**config.mk**
```make
export PLATFORM = sky130hd
export DESIGN_NAME = interrupt_ctrl
export DESIGN_NICKNAME = d
export VERILOG_FILES = /design/src/rtl/isr_defs.sv /design/src/rtl/irq_prio_enc.sv /design/src/rtl/interrupt_ctrl.sv
export SDC_FILE = /design/constraint.sdc
export NUM_CORES = 1
export LEC_CHECK = 0
export BUFFER_PORTS_ARGS = -buffer_cell sky130_fd_sc_hd__buf_2
export CAP_MARGIN = 20
export CORE_ASPECT_RATIO = 0.7
export CORE_MARGIN = 5
export CORE_UTILIZATION = 45
export DETAILED_ROUTE_END_ITERATION = 6
export GPL_ROUTABILITY_DRIVEN = 0
export GPL_TIMING_DRIVEN = 0
export PLACE_DENSITY = 0.76
export SYNTH_ARGS = -nofsm -noshare
export SYNTH_HDL_FRONTEND = slang
export SYNTH_SLANG_ARGS = --single-unit
```
**constraint.sdc**
```tcl
create_clock -name clock -period 3.7 [get_ports clock]
set_clock_uncertainty 0.1 [all_clocks]
set_input_delay 0.74 -clock clock [delete_from_list [all_inputs] [get_ports clock]]
set_output_delay 0.74 -clock clock [all_outputs]
set_load 0.02 [all_outputs]
```
**src/rtl/isr_defs.sv**
```systemverilog
// Shared definitions for the interrupt controller.
// State encoding, address width and default vector layout.
package isr_defs;

  localparam int ADDR_W = 12;

  localparam logic [ADDR_W-1:0] DEF_ISR_BASE   = 12'hF00;
  localparam logic [ADDR_W-1:0] DEF_VEC_STRIDE = 12'h010;

  typedef enum logic [1:0] {
    IDLE     = 2'd0,
    DISPATCH = 2'd1,
    SERVICE  = 2'd2
  } isr_state_t;

endpackage

```
**src/rtl/irq_prio_enc.sv**
```systemverilog
// Fixed-priority encoder: lowest set index wins.
// Produces the winning index and a valid flag.
module irq_prio_enc #(
  parameter int N  = 4,
  parameter int SW = 2
) (
  input  logic [N-1:0]  eligible,
  output logic [SW-1:0] sel,
  output logic          valid
);

  // scan high to low so the lowest index is written last
  always_comb begin
    sel   = '0;
    valid = |eligible;
    for (int i = N - 1; i >= 0; i--) begin
      if (eligible[i]) sel = SW'(i);
    end
  end

endmodule

```
**src/rtl/interrupt_ctrl.sv**
```systemverilog
// Edge-latched interrupt controller driving the fetch redirect.
// One interrupt in flight at a time; RETI returns to idle.
module interrupt_ctrl
  import isr_defs::*;
#(
  parameter int                NUM_IRQ    = 4,
  parameter logic [ADDR_W-1:0] ISR_BASE   = DEF_ISR_BASE,
  parameter logic [ADDR_W-1:0] VEC_STRIDE = DEF_VEC_STRIDE
) (
  input  logic                clock,
  input  logic                reset_n,
  input  logic [NUM_IRQ-1:0]  irq_in,
  input  logic                mask_we,
  input  logic [NUM_IRQ-1:0]  mask_in,
  input  logic                gie_we,
  input  logic                gie_in,
  input  logic [ADDR_W-1:0]   PC,
  input  logic                PC_source,
  input  logic                stall_f,
  input  logic                reti_d,
  output logic [ADDR_W-1:0]   ISR_adr,
  output logic                branch_ISR,
  output logic                flush_isr,
  output logic [ADDR_W-1:0]   ret_adr,
  output logic                in_service,
  output logic [NUM_IRQ-1:0]  irq_ack,
  output logic [NUM_IRQ-1:0]  pending
);

  localparam int SW =
    (NUM_IRQ > 1) ? $clog2(NUM_IRQ) : 1;

  isr_state_t         state;
  logic [NUM_IRQ-1:0] irq_prev;
  logic [NUM_IRQ-1:0] mask;
  logic               gie;
  logic [NUM_IRQ-1:0] rise;
  logic [NUM_IRQ-1:0] eligible;
  logic [NUM_IRQ-1:0] sel_oh;
  logic [NUM_IRQ-1:0] clr;
  logic [SW-1:0]      sel;
  logic               sel_vld;
  logic               go;

  assign rise     = irq_in & ~irq_prev;
  assign eligible = pending & mask & {NUM_IRQ{gie}};

  irq_prio_enc #(
    .N  (NUM_IRQ),
    .SW (SW)
  ) u_prio (
    .eligible (eligible),
    .sel      (sel),
    .valid    (sel_vld)
  );

  // fetch must be free to accept the redirect this cycle
  assign go = (state == IDLE) && sel_vld &&
              !stall_f && !PC_source;

  assign sel_oh = NUM_IRQ'(1) << sel;
  assign clr    = go ? sel_oh : '0;

  // edge capture; a new edge beats a same-cycle clear
  always_ff @(posedge clock or negedge reset_n) begin
    if (!reset_n) begin
      irq_prev <= '0;
      pending  <= '0;
    end else begin
      irq_prev <= irq_in;
      pending  <= rise | (pending & ~clr);
    end
  end

  // mask and global enable registers
  always_ff @(posedge clock or negedge reset_n) begin
    if (!reset_n) begin
      mask <= '0;
      gie  <= 1'b0;
    end else begin
      if (mask_we) mask <= mask_in;
      if (gie_we)  gie  <= gie_in;
    end
  end

  // dispatch / service sequencing with registered outputs
  always_ff @(posedge clock or negedge reset_n) begin
    if (!reset_n) begin
      state      <= IDLE;
      ISR_adr    <= '0;
      branch_ISR <= 1'b0;
      flush_isr  <= 1'b0;
      irq_ack    <= '0;
      ret_adr    <= '0;
      in_service <= 1'b0;
    end else begin
      unique case (state)
        IDLE: begin
          if (go) begin
            state      <= DISPATCH;
            ISR_adr    <= ISR_BASE +
                          ADDR_W'(sel) * VEC_STRIDE;
            branch_ISR <= 1'b1;
            flush_isr  <= 1'b1;
            irq_ack    <= sel_oh;
          end
        end
        DISPATCH: begin
          state      <= SERVICE;
          ret_adr    <= PC;
          branch_ISR <= 1'b0;
          flush_isr  <= 1'b0;
          irq_ack    <= '0;
          in_service <= 1'b1;
        end
        SERVICE: begin
          if (reti_d) begin
            state      <= IDLE;
            in_service <= 1'b0;
          end
        end
        default: state <= IDLE;
      endcase
    end
  end

endmodule

```
==> impl_metrics.csv <==
group,metric,value,unit
floorplan,die_h,58.0,µm
timing,maxSlewViolCount,0,
global_routing,grt_max_degree,37,
timing,rsz0062_at_grt,"false",
floorplan,initial_core_util,47.0,%
cts,cts_tree,"built",
global_routing,grt_pass1_vias,1164,
timing,hold_viol,0,
placed_design,place_hpwl,2.35,mm
setup_path,r2r_cells,4,
yosys,synth-seq-cells,36,
setup_path,rr_endpoint,"pending[3]$_DFF_PN0_",
yosys,synth-seq-area-share,60.9,%
detailed_routing,finalWirelength,3.25,mm
yosys,syn_area_per_cell,10.4,µm²
outcome,status,"finished clean",
cts,cts_setup_buffers,0,
finish,multi_input_area,484,µm²
finish,register_area,901,µm²
cts,cts_root_buffer,"clkbuf_8",
detailed_routing,post_drt_wl_per_cell,13.1,µm
detailed_routing,firstDrtPassIters,5,
detailed_routing,antenna_left,0,
pwr,p_leak,1.04,nW
cts,h-tree-depth,2,
setup_path,crit_path_end_kind,"register",
setup_path,rr_startpoint,"state[1]$_DFFE_PN0P_",
yosys,synthArstFlopShare,100,%
yosys,yosys_warnings,0,
min_path,min_to,"pending[0]$_DFF_PN0_",
setup_path,cp.required,3.77,ns
timing,fin_crit_sh,52.5,%
setup_path,worstSetupPathType,"input port to register",
detailed_routing,via_per_inst,4.75,
finish,diodes,0,
finish,areaGrowthSynthToFinish,29.9,%
detailed_routing,drt-initial-drc-count,126,
setup_path,slowest_delay,0.56,ns
floorplan,io_pins,63,
yosys,netlist_instances,142,
floorplan,rows,17,
yosys,ys_types,25,
placed_design,place_area,0.00183,mm²
setup_path,cp_cell_sequence,"buf_2 > nor4_4 > nand2_2 > or4_1 > a22o_1",
cts,cts_resized,0,
floorplan,die_w,78.5,µm
floorplan,core_region_area,0.00315,mm²
min_path,holdCritStartpoint,"irq_prev[0]$_DFF_PN0_",
timing,finalSetupTns,0,ns
finish,drive_gt1_share,38.6,%
min_path,whs_path_depth,1,
yosys,netlist_area,0.00148,mm²
finish,stdcell_area,0.00192,mm²
global_routing,grt_pass1_wl,5.37,mm
detailed_routing,drc_errors,0,
global_routing,gr-usage-all-layers,15.3,%
timing,min_period,1.94,ns
finish,nFillCells,288,
setup_path,reg2reg_slack,1.82,ns
floorplan,die-area,0.00455,mm²
yosys,yosys_most_used_dff,"dfrtp_1",
setup_path,startpoint_type,"input port",
yosys,synth-edff-count,0,
run,maxCapViolations,0,
timing,worst_slew_pin_slew,0.776,ns
min_path,worstHoldPathType,"register to register",
finish,nets,238,
timing,clock.fmax,0.515,GHz
cts,clock-sinks,36,
cts,clockBufferDepth,2,
finish,final_util,61.0,%
global_routing,antenna_found_initial,0,
cts,cts_inserted_buffers,5,
timing,slew_headroom,48.3,%
setup_path,cp.arrival,2.01,ns
cts,cts.clk_slew.worst_paths,0.06,ns
setup_path,worstPathMaxFanout,3,
pwr,powerDensity,624,mW/mm²
detailed_routing,vias,1178,
cts,holdBufCountCts,0,
cts,clock_latency,0.28,ns
timing,setup_viol_count_final,0,
setup_path,crit_slowest_cell,"or4_1",
global_routing,gr-total-overflow,0,
pwr,ir_worst_vdd,339,µV
placed_design,port_buffers,56,
## flip-flops by register name, summed over array words and instances, names as in the netlist
name        flops
ret_adr        12
state           2
ISR_adr         3
irq_prev        4
flush_isr       1
irq_ack         4
mask            4
pending         4
gie             1
in_service      1
## per-layer routing
layer | up-vias | part of all wire (%) | global-route usage (%)
li1 | 585 | - | -
met3 | 7 | 9.1 | 4.97
met4 | 0 | 1.4 | 6.23
met5 | - | 0 | 0
met2 | 49 | 43 | 22.4
met1 | 537 | 47 | 21.0
## power breakdown
part           total [W]  switching [W]  internal (W)
logic           0.000363       0.000229      0.000134
clock network   0.000288       0.000123      0.000166
registers       0.000548      0.0000605      0.000487
## Yosys cell counts, types with 2 or more instances
| library cell | instances | area share [%] |
|---|---|---|
| o21ai_0 | 3 | 1.0 |
| nand2_1 | 44 | 11 |
| a21oi_1 | 5 | 1.7 |
| nand2b_1 | 2 | 0.85 |
| dfrtp_1 | 36 | 61 |
| mux2_2 | 5 | 3.8 |
| clkbuf_1 | 3 | 0.76 |
| nand4_1 | 2 | 0.85 |
| buf_4 | 10 | 5.1 |
| inv_1 | 7 | 1.8 |
| nor2_1 | 4 | 1.0 |
| a22o_1 | 5 | 3.0 |
| nand3_1 | 4 | 1.4 |
## how the worst max path moves through the flow
stage	start	to	depth (start not counted)
after detailed placement	stall_f	pending[3]$_DFF_PN0_	5
after CTS	stall_f	pending[3]$_DFF_PN0_	5
after global routing	stall_f	pending[3]$_DFF_PN0_	5
final	stall_f	pending[3]$_DFF_PN0_	5
after global placement	stall_f	pending[3]$_DFF_PN0_	5
after floorplan	stall_f	pending[3]$_DFF_PN0_	4
## cell families (layout without fill, tap and decap cells)
group                  Yosys count  after routing  share of synthesized area (%)
AOI/OAI and AO/OA               19             19                           8.88
buffers and inverters           20             83                           7.61
DFF                             36             36                           60.9
muxes                            5              5                           3.81
other                            1              6                          0.254
and+or+nand+nor                 61             61                           18.5
## worst max-delay path, delay by kind of cell
family	cells	cell delay, ns
and+or+nand+nor	3	0.95
buffers and inverters	1	0.11
AOI/OAI and AO/OA	1	0.20
## area by class of cell
class	instances	area share (%)
Multi-Input combinational cell	91	25.2
Sequential cell	36	46.9
Clock buffer	7	5.01
Inverter	7	1.37
Tap cell	38	2.47
Timing Repair Buffer	56	14.6
Buffer	13	4.49
## cell usage in the layout, fill, tap and decap left out, types with 5 or more instances in the layout
cell type,Yosys,layout
a21oi_1,5,5
a22o_1,5,5
buf_2,0,56
buf_4,10,10
clkbuf_8,0,7
conb_1,1,6
dfrtp_1,36,36
inv_1,7,7
mux2_2,5,5
nand2_1,44,44
## per-stage QoR
stage / hold slack [ns] / power, W / setup slack, ns / instances
floorplan: 0.309 / 0.000776 / 1.70 / 147
global placement: 0.312 / 0.000913 / 1.50 / 241
detailed placement: 0.322 / 0.000919 / 1.48 / 241
CTS: 0.333 / 0.00121 / 1.77 / 248
global route: 0.375 / 0.00127 / 1.72 / 248
finish: 0.337 / 0.00120 / 1.76 / 248
No activity file was read; power rests on OpenSTA's default activity.
